File: config.mk
export PLATFORM = sky130hd
export DESIGN_NAME = csr_regfile
export DESIGN_NICKNAME = d
export VERILOG_FILES = /design/src/rtl/csr_regfile.sv
export SDC_FILE = /design/constraint.sdc
export NUM_CORES = 1
export LEC_CHECK = 0
export ABC_AREA = 0
export CAP_MARGIN = 0
export CORE_AREA = 2 2 228 208
export DETAILED_ROUTE_END_ITERATION = 8
export DIE_AREA = 0 0 230 210
export PLACE_DENSITY = 0.69
export SKIP_CTS_REPAIR_TIMING = 1
export SYNTH_ARGS = -nofsm -noshare
export SYNTH_HDL_FRONTEND = slang
export SYNTH_SLANG_ARGS = --single-unit
File: constraint.sdc
create_clock -name clk -period 3.1 [get_ports clk]
set_input_delay 0.62 -clock clk [delete_from_list [all_inputs] [get_ports clk]]
set_output_delay 0.62 -clock clk [all_outputs]
set_load 0.02 [all_outputs]
File: src/rtl/csr_regfile.sv
// rtl/csr_regfile.sv - machine-mode CSR file and trap/redirect controller
//
// Ports:
//   clk, rst_n                      clock, asynchronous active-low reset
//   csr_ena/csr_wr_en/csr_rd_en     CSR access strobes from execute
//   csr_idx, wbck_csr_dat           CSR address and merged write data
//   read_csr_dat, csr_illegal       combinational read data / illegal access flag
//   exc_ecall/exc_ebreak/exc_mret   trap and return events, exc_pc their PC
//   instr_retire                    retirement strobe for minstret
//   flush_req, flush_pc             registered one-cycle redirect to fetch
//   mstatus_mie                     current global interrupt enable
`timescale 1ns/1ps

module csr_regfile #(
  parameter int          XLEN      = 64,
  parameter logic [63:0] MTVEC_RST = 64'h0000_0000_8000_0000,
  parameter int          HART_ID   = 0
) (
  input  logic            clk,
  input  logic            rst_n,
  input  logic            csr_ena,
  input  logic            csr_wr_en,
  input  logic            csr_rd_en,
  input  logic [11:0]     csr_idx,
  input  logic [XLEN-1:0] wbck_csr_dat,
  output logic [XLEN-1:0] read_csr_dat,
  output logic            csr_illegal,
  input  logic            exc_ecall,
  input  logic            exc_ebreak,
  input  logic            exc_mret,
  input  logic [XLEN-1:0] exc_pc,
  input  logic            instr_retire,
  output logic            flush_req,
  output logic [XLEN-1:0] flush_pc,
  output logic            mstatus_mie
);

  localparam logic [XLEN-1:0] ALIGN_MASK = ~XLEN'(3);
  localparam logic [1:0]      MXL        = (XLEN == 64) ? 2'd2 : 2'd1;
  localparam logic [XLEN-1:0] MISA_VAL   = {MXL, {(XLEN-2){1'b0}}} | XLEN'(32'h100);
  localparam logic [XLEN-1:0] MTVEC_INIT = MTVEC_RST[XLEN-1:0] & ALIGN_MASK;

  typedef enum logic {S_IDLE, S_FLUSH} state_t;

  state_t          state, state_nxt;
  logic            mie, mpie;
  logic [XLEN-1:0] mtvec, mscratch, mepc, mcause, mcycle, minstret;

  logic            impl, read_only;
  logic [XLEN-1:0] sel_val;
  logic [XLEN-1:0] mstatus_val;
  logic            wr_fire;
  logic            trap, evt;

  // Only MIE/MPIE are stored; MPP is hardwired to machine mode.
  assign mstatus_val = XLEN'({2'b11, 3'b000, mpie, 3'b000, mie, 3'b000});

  always_comb begin
    impl      = 1'b1;
    read_only = 1'b0;
    sel_val   = '0;
    case (csr_idx)
      12'h300: sel_val = mstatus_val;
      12'h301: begin sel_val = MISA_VAL;       read_only = 1'b1; end
      12'h305: sel_val = mtvec;
      12'h340: sel_val = mscratch;
      12'h341: sel_val = mepc;
      12'h342: sel_val = mcause;
      12'hB00: sel_val = mcycle;
      12'hB02: sel_val = minstret;
      12'hF14: begin sel_val = XLEN'(HART_ID); read_only = 1'b1; end
      default: impl = 1'b0;
    endcase
  end

  assign read_csr_dat = (csr_ena && csr_rd_en && impl) ? sel_val : '0;
  assign csr_illegal  = csr_ena && (!impl || (csr_wr_en && read_only));
  assign wr_fire      = csr_ena && csr_wr_en && impl && !read_only;

  assign trap        = exc_ecall || exc_ebreak;
  assign evt         = trap || exc_mret;
  assign mstatus_mie = mie;

  always_comb begin
    state_nxt = state;
    flush_req = (state == S_FLUSH);
    case (state)
      S_IDLE:  if (evt) state_nxt = S_FLUSH;
      S_FLUSH: state_nxt = evt ? S_FLUSH : S_IDLE;
      default: state_nxt = S_IDLE;
    endcase
  end

  always_ff @(posedge clk or negedge rst_n) begin
    if (!rst_n) begin
      state    <= S_IDLE;
      mie      <= 1'b0;
      mpie     <= 1'b0;
      mtvec    <= MTVEC_INIT;
      mscratch <= '0;
      mepc     <= '0;
      mcause   <= '0;
      mcycle   <= '0;
      minstret <= '0;
      flush_pc <= '0;
    end else begin
      state <= state_nxt;

      // mstatus: trap entry and mret both own MIE/MPIE over a software write.
      if (trap) begin
        mpie <= mie;
        mie  <= 1'b0;
      end else if (exc_mret) begin
        mie  <= mpie;
        mpie <= 1'b1;
      end else if (wr_fire && csr_idx == 12'h300) begin
        mie  <= wbck_csr_dat[3];
        mpie <= wbck_csr_dat[7];
      end

      if (wr_fire && csr_idx == 12'h305) mtvec    <= wbck_csr_dat & ALIGN_MASK;
      if (wr_fire && csr_idx == 12'h340) mscratch <= wbck_csr_dat;

      if (trap)                               mepc <= exc_pc & ALIGN_MASK;
      else if (wr_fire && csr_idx == 12'h341) mepc <= wbck_csr_dat & ALIGN_MASK;

      if (exc_ecall)                          mcause <= XLEN'(11);
      else if (exc_ebreak)                    mcause <= XLEN'(3);
      else if (wr_fire && csr_idx == 12'h342) mcause <= wbck_csr_dat;

      if (wr_fire && csr_idx == 12'hB00) mcycle <= wbck_csr_dat;
      else                               mcycle <= mcycle + 1'b1;

      if (wr_fire && csr_idx == 12'hB02) minstret <= wbck_csr_dat;
      else if (instr_retire)             minstret <= minstret + 1'b1;

      // Targets use pre-edge mtvec/mepc so a same-cycle write does not leak in.
      if (trap)          flush_pc <= mtvec & ALIGN_MASK;
      else if (exc_mret) flush_pc <= mepc;
    end
  end

endmodule

==> impl_results.md, run 1 <==
* Post-synth top cells: 444 x dfrtp_1, 340 x nand2_1, 238 x nor2_1
* GRT Util Overall at 0.3142
* Post-place setup slack at -998.9 ps
* Cell taking the most area after synthesis: dfrtp_1
* Core box area at 45980 um^2
* Final Setup Violations at 24
* Worst Max-Slew Pin Slew at 976.9 ps
* Count leader, synth: dfrtp_1
* DRC Markers at 0
* TritonCTS clock tree: built
* DR iter-0 viols at ~2.8k
* Static leakage at 13.01 nW
* # IOs at 280
* Mapped Area at 22710 um^2
* Worst skew pair latency at 600 ps
* Primary FF master, synth: dfrtp_1
* Reg2reg setup slack at 470 ps
* Final Cycle Share at 1.033
* I/O Buffers at 275
* Final antenna-violating net count at 0
* H-tree lvl count at 2
* Num CTS Buffers at between 40 and 50
* RSZ-0062 raised after global routing: true
* Routed wire length at 80230 um
* Slew headroom at 0.3488
* Die X-Extent at 230 um
* Worst VDD drop at 0.3635 mV
* Row count at 75
* Bufs on Longest Clock Path at 3
* Antenna violations before repair at 1
* Critical Path Fanout Max at 8
* Yosys cell types at 58
* Die Y at 210 um
* Worst path cell trace: buf_6 > nor4bb_4 > buf_4 > buf_6 > and3_4 > buf_6 > buf_4 > a222oi_1 > a31oi_4 > buf_6
* Wire per inst at ~24 um
* Hold Path Class: in -> async
* Fin nets at 2887
* #FFs+latches synth at 445
* Area Overhead vs Synth at 34.52%
* Final critical-path required period at 3203 ps
* Count of final hold-check violations at 5
* Syn. warnings at 0
* Clock skew at 22.53 ps
* Status: finished, violations left
* Post-Layout Inst Area at between 30000 and 40000 um^2
* Final Hold Slack at -21.46 ps
* Sequential area share after synthesis at 0.4905
* Worst Path Required at 2480 ps
* Post-synth top area share at 0.4893
* Max-cap violations at 0
* Cell Pwr Density at 439.7 nW/um^2
* Synth Instances at 2335
* DP Area at 27870 um^2
* GR Overflow Total at 0
* Async set or reset register ratio after synthesis at 1.000
* Vias per std cell at 6.155
* First-pass GRT wire length at 118800 um
* CP endpoint kind: primary output
* Root Buffer: clkbuf_16
* Share of layout cells above drive strength 1 at 0.2347
* Crit path top cell by count: buf_6
* Critical Path AT at between 2000 and 3000 ps
* Synthesized area per cell at 9.725 um^2
* Failing checks: hold timing, setup timing
* CP Class: in -> out
* Slowest CP cell: a222oi_1
* Via Count at ~21k
* Clock sink total at 445
* Placer Congestion at 0.9024
* Dpl hpwl at 53920 um
* Top post-synthesis cells by area: dfrtp_1 49%, mux2_2 6.2%, mux2i_1 5.6%, nand2_1 5.6%, a21oi_1 4.7%
* Slew Limit Fails at 0
* Clk slew on worst S/H paths at roughly 60 ps
* Max Fclk at 0.3122 GHz
* Final setup margin at -103.2 ps
* Slowest Stage Delay on Critical Path at between 600 and 700 ps
* Cell family with most CP delay: buffers and inverters
* Die area at 48300 um^2
* Number of global-route vias before repair at roughly 21k
* CP bufs+invs at 6
* Post-synth EDFFs at 0
* Largest net degree at the start of global routing at 102
* Drt first pass iters at 6
* Initial Util at 0.4938
* Startpoint Class: input port
-- worst register-to-register path: cells and delay by family (launching register included) --
family / cells / cell delay (ps)
AOI/OAI and AO/OA: 1 / 80
and+or+nand+nor: 4 / 1790
DFF: 1 / 490
xor gates and xnor gates: 1 / 150
-- metrics by stage --
step / utilization / TNS [ps] / total power [mW] / hold slack [ps] / instances
5_1_grt: 0.6643 / -3441 / 13.84 / 16.89 / 3391
6_report: 0.6643 / -654.1 / 13.43 / -21.46 / 3391
3_3_place_gp: 0.6061 / -116000 / 7.446 / 479.4 / 3273
3_5_place_dp: 0.6061 / -118410 / 7.478 / 493.5 / 3273
4_1_cts: 0.6419 / -61950 / 13.47 / 4.846 / 3360
2_1_floorplan: - / -934.3 / 6.737 / 324.4 / 2336
-- state kept, by name, summed over array words and instances, names as in the netlist --
signal and flops:
mepc 62, mpie 1, flush_pc 62, mcause 64, minstret 64, mcycle 64
mscratch 64, mtvec 62, flush_req 1, mstatus_mie 1
-- kinds of logic after synthesis --
family,synth area share
compound gates,0.1459
xor+xnor,0.04783
fa+ha+maj,0.001102
buf+inv,0.03356
flops,0.4905
mux,0.1209
other cells,0.0001651
simple gates,0.1601
-- final cells by class --
class,instances,area (um^2)
clock inverters,15,215.2
repair buffers,517,5451
diodes,1,2.502
multi-input cells,1714,11500
inverters,11,41.29
clock buffers,72,1431
fillers,3610,15440
well taps,616,770.7
flip-flops and latches,445,11140
-- report_power, final --
group / internal [mW] / switching, mW
registers: 6.00 / 0.235
logic: 0.543 / 0.645
clock network: 3.60 / 2.42
total: 10.1 / 3.30
-- worst paths after layout --
kind                                                 end                startpoint  cells after the start
worst max-delay path                    read_csr_dat[48]                csr_idx[8]                     10
worst min-delay path             flush_pc[4]$_DFFE_PN0P_                     rst_n                      1
worst max register to register      mcycle[53]$_DFF_PN0_       mcycle[2]$_DFF_PN0_                      6
worst min register to register  mscratch[53]$_DFFE_PN0P_  mscratch[53]$_DFFE_PN0P_                      1
max in group asynchronous          mtvec[35]$_DFFE_PN0P_                     rst_n                      2
min in group clk                mscratch[53]$_DFFE_PN0P_  mscratch[53]$_DFFE_PN0P_                      1
-- per-layer routing --
metal	vias up	GRT usage	wire length [um]
met5	-	0	0
met4	0	0.09922	2560
met3	169	0.05357	7752
met2	1016	0.4910	36150
met1	10468	0.4489	33760
li1	9217	-	-
-- layout by cell type (no fill, tap or decap), types with 9 or more instances in the layout --
cell type	netlist	layout
dfrtp_1	444	444
nand2_1	340	336
nor2_1	238	209
clkdlybuf4s50_1	0	196
a21oi_1	213	190
buf_4	4	183
mux2i_1	128	128
mux2_2	125	125
o21ai_0	103	102
xor2_1	68	68
a222oi_1	67	67
nand3_1	64	60
buf_6	7	59
xnor2_1	56	56
clkbuf_16	0	55
buf_12	0	54
nand4_1	38	38
o21ai_1	27	28
and3_1	31	27
a221oi_1	43	27
a22o_1	27	27
nor2_4	0	22
a21oi_2	0	19
nor3_1	19	17
a22oi_1	16	16
a221oi_2	0	16
nor4_1	21	15
clkbuf_8	0	14
inv_1	11	11
and4_1	10	10
clkbuf_1	115	10
or2_2	10	9
buf_8	0	9
Note: power is estimated with default switching activity, not from simulation.
==> inputs of run 2 (changes only) <==
--- a/config.mk
+++ b/config.mk
@@ -6,11 +6,12 @@
 export NUM_CORES = 1
 export LEC_CHECK = 0
 export ABC_AREA = 0
+export ABC_CLOCK_PERIOD_IN_PS = 3100
 export CAP_MARGIN = 0
-export CORE_AREA = 2 2 228 208
+export CORE_AREA = 8 8 246 225
 export DETAILED_ROUTE_END_ITERATION = 8
-export DIE_AREA = 0 0 230 210
-export PLACE_DENSITY = 0.69
+export DIE_AREA = 0 0 254 233
+export PLACE_DENSITY = 0.63
 export SKIP_CTS_REPAIR_TIMING = 1
 export SYNTH_ARGS = -nofsm -noshare
 export SYNTH_HDL_FRONTEND = slang
==> run 2 against run 1 <==
  * The run still ends with hold timing, setup timing left
  * First-iteration DRC count decreased by 26%
  * Worst hold slack improved by 0.54 ps
  * Clock-buffer cell count increased by 2
  * Register-to-register slack got worse by 20 ps
  * Clock power decreased by 2%
  * Sequential share of layout area decreased by 0.060 points
  * Sequential cell count unchanged
  * Via count decreased by 2.2%
  * Wire length increased by 3.2%
  * Largest cell class unchanged
==> impl_results.md, run 2 (synthesis results as in run 1) <==
* Status: finished, violations left
* Failing checks: hold timing, setup timing
* Number of global-route vias before repair at ~20k
* Slew Limit Fails at 0
* Vias per std cell at 5.930
* Critical Path Sink: read_csr_dat[12]
* Wire per inst at 24.07 um
* DP Area at 27850 um^2
* # IOs at 280
* Critical Path AT at 2710 ps
* Post-place setup slack at -1169 ps
* DRC Markers at 0
* RSZ-0062 raised after global routing: true
* Via Count at 20.41k
* H-tree lvl count at 2
* Row count at 79
* TritonCTS clock tree: built
* Routed wire length at roughly 83000 um
* GRT Util Overall at 0.2610
* Max Fclk at 0.3004 GHz
* RR Startpoint: mcycle[2]$_DFF_PN0_
* Clk slew on worst S/H paths at 60 ps
* Worst VDD drop at 0.4534 mV
* Area Overhead vs Synth at 34.74%
* Startpoint Class: input port
* Worst Path Required at 2480 ps
* DR iter-0 viols at 2076
* Die Y at 233 um
* Reg2reg setup slack at around 450 ps
* Worst setup path start: csr_idx[8]
* Root Buffer: clkbuf_16
* Hold Path Class: in -> async
* Critical Path Fanout Max at 8
* Final Cycle Share at 1.074
* Drt first pass iters at 7
* Layout fillers at 4297
* Final critical-path required period at 3329 ps
* Count of final hold-check violations at 22
* I/O Buffers at 275
* N_diodes at 0
* Static leakage at around 13 nW
* Commonest non-fill, non-tap cells in the layout: 444 x dfrtp_1, 329 x nand2_1, 223 x nor2_1
* Reg2Reg Depth at 6
* Share of layout cells above drive strength 1 at 0.2288
* GR Overflow Total at 0
* Dpl hpwl at around 57000 um
* Worst skew pair latency at roughly 600 ps
* Post-Layout Inst Area at 30600 um^2
* Num CTS Buffers at 49
* Die X-Extent at 254 um
* Core box area at 51000 um^2
* Cell Pwr Density at 434.3 nW/um^2
* Initial Util at 0.4452
* Slew headroom at 0.5188
* First-pass GRT wire length at 121100 um
* Die area at around 59000 um^2
* Worst Max-Slew Pin Slew at 715.9 ps
* Final setup margin at -228.8 ps
* Clock sink total at about 450
* Largest net degree at the start of global routing at between 70 and 80
* Final Hold Slack at -20.92 ps
* Max-cap violations at 0
* Bufs on Longest Clock Path at 3
* Fin nets at ~2.9k
* CP endpoint kind: primary output
* Final antenna-violating net count at 0
* Placer Congestion at 0.8905
* CP Class: in -> out
* Antenna violations before repair at 0
* Final Setup Violations at 59
* Clock skew at between 15 and 20 ps
* Most common cell after layout, fill and taps aside: dfrtp_1
* Reg-to-reg endpoint: mcycle[42]$_DFF_PN0_
-- run 2: cell count changes in the layout (fill, tap and decap cells not counted), sizes merged --
cell,before,now
clkinvlp,0,1
dlymetal6s2s,2,4
clkbuf,83,86
buf,308,282
clkinv,9,12
diode,1,0
bufinv,5,2
inv,12,11
-- run 2: power by group --
| group | internal, mW | leakage [nW] | switching (mW) |
|---|---|---|---|
| Clock | 3.43 | 0.801 | 2.45 |
| Combinational | 0.533 | 6.39 | 0.646 |
| Sequential | 6.00 | 5.82 | 0.228 |
| Total | 9.96 | 13.0 | 3.33 |
-- run 2: area by class of cell --
| type | count | area (um^2) | area share |
|---|---|---|---|
| Inverter | 11 | 41.29 | 0.001350 |
| Clock buffer | 74 | 1471 | 0.04809 |
| Multi-Input combinational cell | 1714 | 11600 | 0.3791 |
| Sequential cell | 445 | 11140 | 0.3640 |
| Timing Repair Buffer | 494 | 5348 | 0.1748 |
| Tap cell | 688 | 860.8 | 0.02814 |
| Clock inverter | 15 | 138.9 | 0.004539 |
-- run 2: metrics by stage --
stage / utilization / total power [mW] / cells / setup TNS, ps
final: 0.5999 / 13.29 / 3441 / -5456
after global routing: 0.5999 / 13.73 / 3441 / -9376
after CTS: 0.5775 / 13.35 / 3413 / -61620
after detailed placement: 0.5460 / 7.480 / 3324 / -138620
after global placement: 0.5460 / 7.450 / 3324 / -131770
after floorplan: - / 6.737 / 2336 / -934.3
-- run 2: how the worst min path moves through the flow --
stage	from	end	slack (ps)	depth (start not counted)
2_1_floorplan	rst_n	flush_pc[10]$_DFFE_PN0P_	320	0
3_3_place_gp	mtvec[16]$_DFFE_PN0P_	flush_pc[16]$_DFFE_PN0P_	480	2
3_5_place_dp	mtvec[59]$_DFFE_PN0P_	flush_pc[59]$_DFFE_PN0P_	490	2
4_1_cts	rst_n	mepc[5]$_DFFE_PN0P_	-20	1
5_1_grt	rst_n	mepc[62]$_DFFE_PN0P_	0.7	1
6_report	rst_n	mepc[5]$_DFFE_PN0P_	-20	1
-- run 2: routing by layer --
metal,track usage,share of wire,vias to the layer above
met2,0.4082,0.45,862
li1,-,-,9179
met5,0,0,-
met4,0.07236,0.024,0
met3,0.04529,0.084,124
met1,0.3710,0.44,10240
-- run 2: critical path, stage by stage --
cell,delay (ps)
buf_6,90
nor4bb_4,150
buf_4,150
buf_6,110
buf_8,130
and3_4,170
buf_12,150
buf_12,150
a222oi_1,630
a31oi_2,160
buf_4,180
